<file path="config.mk">
export PLATFORM = sky130hd
export DESIGN_NAME = cycle_timer
export DESIGN_NICKNAME = d
export VERILOG_FILES = /design/src/rtl/cycle_timer_pkg.sv /design/src/rtl/cycle_timer_prescaler.sv /design/src/rtl/cycle_timer.sv
export SDC_FILE = /design/constraint.sdc
export NUM_CORES = 1
export LEC_CHECK = 0
export BUFFER_PORTS_ARGS = -buffer_cell sky130_fd_sc_hd__buf_2
export CELL_PAD_IN_SITES_DETAIL_PLACEMENT = 1
export CELL_PAD_IN_SITES_GLOBAL_PLACEMENT = 1
export CORE_MARGIN = 2
export CORE_UTILIZATION = 43
export CTS_BUF_LIST = sky130_fd_sc_hd__clkbuf_4 sky130_fd_sc_hd__clkbuf_8
export CTS_CLUSTER_DIAMETER = 50
export CTS_CLUSTER_SIZE = 20
export DETAILED_ROUTE_END_ITERATION = 10
export PLACE_DENSITY_LB_ADDON = 0.1
export SKIP_CTS_REPAIR_TIMING = 1
export SLEW_MARGIN = 20
export SYNTH_ARGS = -nofsm -noshare
export SYNTH_HDL_FRONTEND = slang
export SYNTH_SLANG_ARGS = --single-unit
</file>
<file path="constraint.sdc">
create_clock -name clk -period 5.9 [get_ports clk]
set_input_delay 0.295 -clock clk [delete_from_list [all_inputs] [get_ports clk]]
set_output_delay 0.295 -clock clk [all_outputs]
set_load 0.005 [all_outputs]
</file>
<file path="src/rtl/cycle_timer_pkg.sv">
// Shared types for the programmable cycle timer: count mode and run state.
package cycle_timer_pkg;

  typedef enum logic [1:0] {
    CT_WRAP     = 2'd0,
    CT_SATURATE = 2'd1,
    CT_ONESHOT  = 2'd2,
    CT_RSVD     = 2'd3
  } ct_mode_e;

  typedef enum logic {
    CT_IDLE = 1'b0,
    CT_RUN  = 1'b1
  } ct_state_e;

endpackage

</file>
<file path="src/rtl/cycle_timer_prescaler.sv">
// Step divider for cycle_timer: one step_en per prescale+1 advancing cycles.
// Only built when CYCLE_TIMER_PRESCALE_EN is defined.
`ifdef CYCLE_TIMER_PRESCALE_EN
module cycle_timer_prescaler #(
  parameter int W = 8
) (
  input  logic         clk,
  input  logic         rst,
  input  logic         clr,
  input  logic         adv,
  input  logic [W-1:0] prescale,
  output logic         step_en
);

  logic [W-1:0] cnt_q;

  // Clearing re-arms a full period, so the first step after start/load
  // lands prescale+1 advancing cycles later.
  assign step_en = adv && (cnt_q == '0);

  always_ff @(posedge clk) begin
    if (rst)                 cnt_q <= '0;
    else if (clr || step_en) cnt_q <= prescale;
    else if (adv)            cnt_q <= cnt_q - W'(1);
  end

endmodule
`endif

</file>
<file path="src/rtl/cycle_timer.sv">
// Programmable up/down cycle timer with wrap/saturate/one-shot modes and tc pulse.
// Optional step prescaler enabled by defining CYCLE_TIMER_PRESCALE_EN.
module cycle_timer
  import cycle_timer_pkg::*;
#(
  parameter int WIDTH = 16
`ifdef CYCLE_TIMER_PRESCALE_EN
  , parameter int PRESCALE_W = 8
`endif
) (
  input  logic             clk,
  input  logic             rst,
  input  logic             clk_en,
  input  logic             start,
  input  logic             stop,
  input  logic             load_en,
  input  logic [WIDTH-1:0] i,
  input  logic [WIDTH-1:0] limit,
  input  logic [1:0]       mode,
  input  logic             dir,
`ifdef CYCLE_TIMER_PRESCALE_EN
  input  logic [PRESCALE_W-1:0] prescale,
`endif
  output logic [WIDTH-1:0] o,
  output logic             tc,
  output logic             running,
  output logic             done
);

  ct_state_e        state_q, state_d;
  logic [WIDTH-1:0] o_q, o_d;
  logic             tc_q, tc_d;
  logic             done_q, done_d;

  ct_mode_e         mode_e;
  logic [WIDTH-1:0] origin, terminal, o_step;
  logic             step_en, step;

  assign mode_e   = ct_mode_e'(mode);
  assign origin   = dir ? limit : '0;
  assign terminal = dir ? '0 : limit;
  assign o_step   = dir ? (o_q - WIDTH'(1)) : (o_q + WIDTH'(1));

`ifdef CYCLE_TIMER_PRESCALE_EN
  cycle_timer_prescaler #(.W(PRESCALE_W)) u_prescaler (
    .clk      (clk),
    .rst      (rst),
    .clr      (load_en | stop | start),
    .adv      ((state_q == CT_RUN) && clk_en),
    .prescale (prescale),
    .step_en  (step_en)
  );
`else
  assign step_en = 1'b1;
`endif

  assign step = (state_q == CT_RUN) && clk_en && step_en;

  always_comb begin
    state_d = state_q;
    o_d     = o_q;
    tc_d    = 1'b0;
    done_d  = done_q;
    if (load_en) begin
      o_d    = (i > limit) ? limit : i;
      done_d = 1'b0;
    end else if (stop) begin
      state_d = CT_IDLE;
    end else if (start) begin
      state_d = CT_RUN;
      o_d     = origin;
      done_d  = 1'b0;
    end else if (step) begin
      if (o_q > limit) begin
        // limit shrank under the count: resync silently
        o_d = origin;
      end else if (o_q == terminal) begin
        if (mode_e == CT_ONESHOT) begin
          state_d = CT_IDLE;
          done_d  = 1'b1;
          tc_d    = 1'b1;
        end else if (mode_e != CT_SATURATE) begin
          o_d  = origin;
          tc_d = (origin == terminal);
        end
      end else begin
        o_d  = o_step;
        tc_d = (o_step == terminal);
        // one-shot finishes on arrival so done/idle line up with the final tc
        if ((mode_e == CT_ONESHOT) && (o_step == terminal)) begin
          state_d = CT_IDLE;
          done_d  = 1'b1;
        end
      end
    end
  end

  always_ff @(posedge clk) begin
    if (rst) begin
      state_q <= CT_IDLE;
      o_q     <= '0;
      tc_q    <= 1'b0;
      done_q  <= 1'b0;
    end else begin
      state_q <= state_d;
      o_q     <= o_d;
      tc_q    <= tc_d;
      done_q  <= done_d;
    end
  end

  assign o       = o_q;
  assign tc      = tc_q;
  assign running = (state_q == CT_RUN);
  assign done    = done_q;

endmodule

</file>
### After elaboration in Yosys (flattened, before gate mapping)

Index checks and enable logic that the tools add are counted.

| cells by class | value |
|---|---|
| add/subtract/negate cells | 2 |
| magnitude comparators | 2 |
| equality and inequality tests | 12 |
| multiplexer cells | 28 |
| bitwise operators | 3 |
| reduce and logical (&&, ||, !) cells | 12 |

Operators with widths:

| cell | count |
|---|---|
| two-way mux 16 bit | 12 |
| equality test 16 bit | 3 |
| greater-than comparator 16 bit | 2 |
| adder 16 x 1 -> 16 bit, second input constant | 1 |
| two-way mux 1 bit | 16 |
| subtractor 16 x 1 -> 16 bit, second input constant | 1 |
| AND reduction 5 bit | 2 |
| nonzero test 3 bit | 3 |
| OR reduction 6 bit | 1 |
| inequality test 5 x 4 -> 1 bit, second input constant | 1 |
| inequality test 5 bit, second input constant | 1 |
| inequality test 2 x 1 -> 1 bit, second input constant | 2 |
| inequality test 4 x 3 -> 1 bit, second input constant | 1 |
| AND reduction 4 bit | 1 |
| nonzero test 4 bit | 1 |
| inequality test 3 x 2 -> 1 bit, second input constant | 1 |
| inequality test 3 bit, second input constant | 1 |
| NOT 1 bit | 3 |
| equality test 2 bit, second input constant | 1 |
| logical AND 1 bit | 2 |
| inequality test 2 bit, second input constant | 1 |
| nonzero test 2 bit | 1 |
| OR reduction 2 bit | 1 |

| storage, ports and cells | value |
|---|---|
| bits in registers | 19 |
| bits of input ports | 41 |
| output and inout bits | 19 |

### Logic depth before layout (Yosys ltp)

| depth | value |
|---|---|
| depth after elaboration | 10 |
| gate-level depth with buffers | 14 |
| depth with buffers taken out | 11 |

### Worst setup path before layout

OpenSTA, ideal clock, no wires.

| timing path | value |
|---|---|
| path type | input port to flip-flop |
| from | input limit[1] |
| to | register o_q[10], in the netlist o[10] |
| setup time | 0.134 ns |
| arrival | 2.586 ns |
| path slack | 3.180 ns |
| stages on the path | 14 |
| path buffers | 3 |
| path through | buf_2 -> inv_1 -> ha_1 -> nor2b_1 -> o21a_1 -> o211ai_1 -> a31oi_1 -> o31ai_2 -> nor2b_1 -> buf_2 -> nor2_4 -> buf_4 -> a221oi_1 -> o22ai_1 |

| between the ends | value |
|---|---|
| longest elaborated chain between the ends | 8 |
| elaborated cells between the ends (all ways) | 14 |
| those cells by class | order compare (2); eq/ne (3); mux (8); reduce/logical (1) |

RTL lines:

| element | line | RTL |
|---|---|---|
| start, declared | cycle_timer.sv:18 | `input logic [WIDTH-1:0] limit,` |
| branches (longest 8 deep; another with greater-than comparator 16 bit) | -- |  |
| end signal, assigned | cycle_timer.sv:101 | `o_q <= '0;` |
| end signal, assigned | cycle_timer.sv:106 | `o_q <= o_d;` |
| end, declared | cycle_timer.sv:31 | `logic [WIDTH-1:0] o_q, o_d;` |

Several ways; the timed one is not identified. The select of a mux whose other input is x is not followed.
A chain may end at the register's enable or synchronous reset.

### Final worst setup path

| timing path | value |
|---|---|
| from | register o_q[13], in the netlist o[13] |
| to | register o_q[12], in the netlist o[12] |

| between the ends | value |
|---|---|
| longest elaborated chain between the ends | 7 |
| elaborated cells between the ends (all ways) | 11 |
| those cells by class | order compare (1); eq/ne (3); mux (6); reduce/logical (1) |

RTL lines:

| element |
|---|
| branches (longest 7 deep; another with greater-than comparator 16 bit) |

Several ways; the timed one is not identified. The select of a mux whose other input is x is not followed.

==> results.md <==
* Worst Path Arrival at 3.50 ns
* Clk_lat worst skew at 0.27 ns
* R2R Setup Slk at approximately 2.5 ns
* Max-cap viol count at 0
* Synth Area per Inst at approximately 7.3 sq um
* Hold Vio Cnt, Final at 0
* Slew Limit Fails at 0
* Synth unique cells at around 70
* Gate power share at 59.7%
* Int Power at 0.353 mW
* Die Area at 8750 sq um
* Critical Path RT at 6.03 ns
* Fillers at 1028
* Top Ports at 60
* Vias at 4023
* Residual DRC at 0
* Worst vdd ir at slightly below 0.00008 V
* Sw Ratio at 47.6%
* Largest net degree at the start of global routing at 48
* Synth Flop Type: dfxtp_1
* Gr ovfl total at 0
* Post-route setup slack at between 2 and 3 ns
* Worst path top cell family by delay: compound AO/OA/AOI/OAI gates
* Wirelength per Cell at about 21 um
* Mapped Nets at 558
* Die Span Y at just over 90 um
* Crit path cell chain: ha_1 -> a21o_1 -> a21o_1 -> a21oi_1 -> o31ai_1 -> o31ai_2 -> nor2b_1 -> buf_4 -> nor2_4 -> a221oi_1 -> o22ai_1
* Row Count at 32
* Register share of total power at 25.3%
* Worst-Margin Slew at 0.881 ns
* Ranking of synthesized cells by area: ha_1, dfxtp_1, a21oi_1, nor2_1, xnor2_1
* Synth area leader: ha_1
* Total leakage power at 1.68 nW
* Hold wc startpoint: i[11]
* Antenna viol nets, final at 0
* GRT Util Overall at roughly 30%
* FFs w/ async S/R, synth at 0%
* Pre-CTS worst setup slack at 2.29 ns
* RR Endpoint: o[12]
* CP peak stage delay at 0.58 ns
* Post-Syn Instances at 470
* Num CTS Buffers at 3
* Hold endpoint: o[11]
* Worst hold path class: in -> reg
* Yosys top cell area share at 16.7%
* DRT iter0 DRCs at 257
* Clock-pin slew on the worst setup and hold paths at 0.09 ns
* Tot Pwr at 0.674 mW
* Overall routed net length at 13200 um
* Max clock buf depth at 2
* Number of flops mapped to enable cells by yosys at 0
* Hold path depth at 3
* Root Buffer: clkbuf_8
* Syn. warnings at 0
* Clk pwr share at 14.9%
* H-tree levels at 1
* Netlist Area Pre-Place at 3450 sq um
* Crit path launch type: flop
* Pre-Repair DR Iteration Count at 5
* Final Util at 49.4%
* Clk sinks at 19
* Most used cell, CP: a21o_1
* Worst slew margin at 41.2%
* Unrepaired setup endpoints after global routing: no
* Die width at ~94 um
* Post-route setup TNS at 0 ns
* Fin Clk Skew at 0.00624 ns
* Critical Path Fanout Max at 17
* Switch Pwr at around 0.32 mW
* TritonCTS clock tree: yes
* Initial antenna violation count at 0
* Min Tclk post-route at 3.38 ns
* Vias per std cell at 6.56
* Layout area overhead at 11.3%
* WS Path Type: reg -> reg
* Worst Setup End Kind: flop
* CP max stage cell: dfxtp_1
* Worst r2r src: o[13]
* Layout cells sized above 1 at 14.7%
* Nets at 600
* Global-route wire length before repair at 20800 um
* Reg2Reg Depth at 11
* Register area share after synthesis at approximately 11%
* Outcome: finished, final reports clean
* Final setup vio count at 0
* Routability cong. at 0.921
* Worst Path Buf+Inv at 1
* Period Utilization, post-route at a little under three fifths
* PD cells at 176 nW/um^2
* Core Region at 7770 sq um
* Vias in the first global route at 3997
* Max Fclk at 296 MHz
* #FFs+latches synth at 19
* Port bufs at 59
* Placed wire-length estimate at between 10000 and 15000 um
* Ant. Diodes at 0
* Initial Util at 44.4%
[worst reg2reg max path, cell delays in order, from the launching register on]
cell and delay, ns:
dfxtp_1 0.58, ha_1 0.33, a21o_1 0.17, a21o_1 0.17
a21oi_1 0.14, o31ai_1 0.13, o31ai_2 0.44, nor2b_1 0.23
buf_4 0.27, nor2_4 0.13, a221oi_1 0.50, o22ai_1 0.16
[cell usage after synthesis, drive strengths merged (7+ instances only)]
library cell and instances:
a211oi 7, a21o 10, a21oi 45, a221oi 13, a31oi 11, buf 14, clkbuf 10, dfxtp 19
ha 46, inv 26, nand2 18, nand3 12, nand4 12, nor2 57, nor3 7, nor4bb 7
o21a 7, o21ai 33, o22ai 16, o32ai 9, xnor2 23
[state kept, by name, indices dropped and copies added (netlist names)]
name	cells
o	16
tc	1
done	1
running	1
[placed cells by master (no fill, tap or decap), types with 7 or more instances in the layout]
cell / count
a21o_1: 10
a21oi_1: 45
a221oi_1: 13
a31oi_1: 11
buf_2: 59
dfxtp_1: 19
ha_1: 46
inv_1: 26
nand2_1: 18
nand3_1: 12
nand4_1: 12
nor2_1: 55
nor3_1: 7
nor4bb_1: 7
o21a_1: 7
o21ai_0: 28
o22ai_1: 15
o32ai_1: 9
xnor2_1: 23
[power by group through the flow]
stage | Sequential (mW) | Clock, mW | Combinational [mW]
finish | 0.171 | 0.101 | 0.403
global route | 0.172 | 0.108 | 0.443
CTS | 0.170 | 0.102 | 0.397
detailed placement | 0.173 | 0 | 0.395
global placement | 0.173 | 0 | 0.381
floorplan | 0.161 | 0 | 0.282
[area by class of cell]
| class | count | area [sq um] | share of cell area [%] |
|---|---|---|---|
| Multi-Input combinational cell | 400 | 2870 | 74.8 |
| Sequential cell | 19 | 380 | 9.91 |
| Timing Repair Buffer | 61 | 310 | 8.08 |
| Tap cell | 102 | 128 | 3.32 |
| Inverter | 27 | 101 | 2.64 |
| Clock buffer | 3 | 41.3 | 1.08 |
| Clock inverter | 1 | 5.00 | 0.130 |
[logic make-up after synthesis]
logic type,Yosys count,share of synthesized area [%]
AOI/OAI and AO/OA,180,35.0
muxes,3,0.871
and+or+nand+nor,138,20.7
buffers and inverters,51,6.13
DFF,19,11.0
adders and majority gates,48,17.6
xor gates and xnor gates,31,8.67
[worst max-delay path by stage]
stage / start / end / slack, ns / depth (start not counted)
global route: dir / running / 2.19 / 11
floorplan: limit[1] / o[10] / 3.18 / 14
global placement: dir / running / 2.45 / 11
CTS: dir / running / 2.57 / 11
detailed placement: dir / running / 2.29 / 11
finish: o[13] / o[12] / 2.52 / 11
[stage by stage]
stage / instance area [sq um] / instances / hold WS (ns)
global placement: 3780 / 609 / 0.579
finish: 3840 / 613 / 0.323
global route: 3840 / 613 / 0.327
detailed placement: 3790 / 609 / 0.591
floorplan: 3450 / 470 / 0.454
CTS: 3840 / 613 / 0.311
[per-layer routing]
| layer | wire, um | GRT usage [%] |
|---|---|---|
| met2 | 6330 | 53.1 |
| met1 | 5910 | 40.3 |
| met4 | 206 | 6.16 |
| met3 | 714 | 2.50 |
| met5 | 0 | 0 |
(Power assumes the default switching activity.)
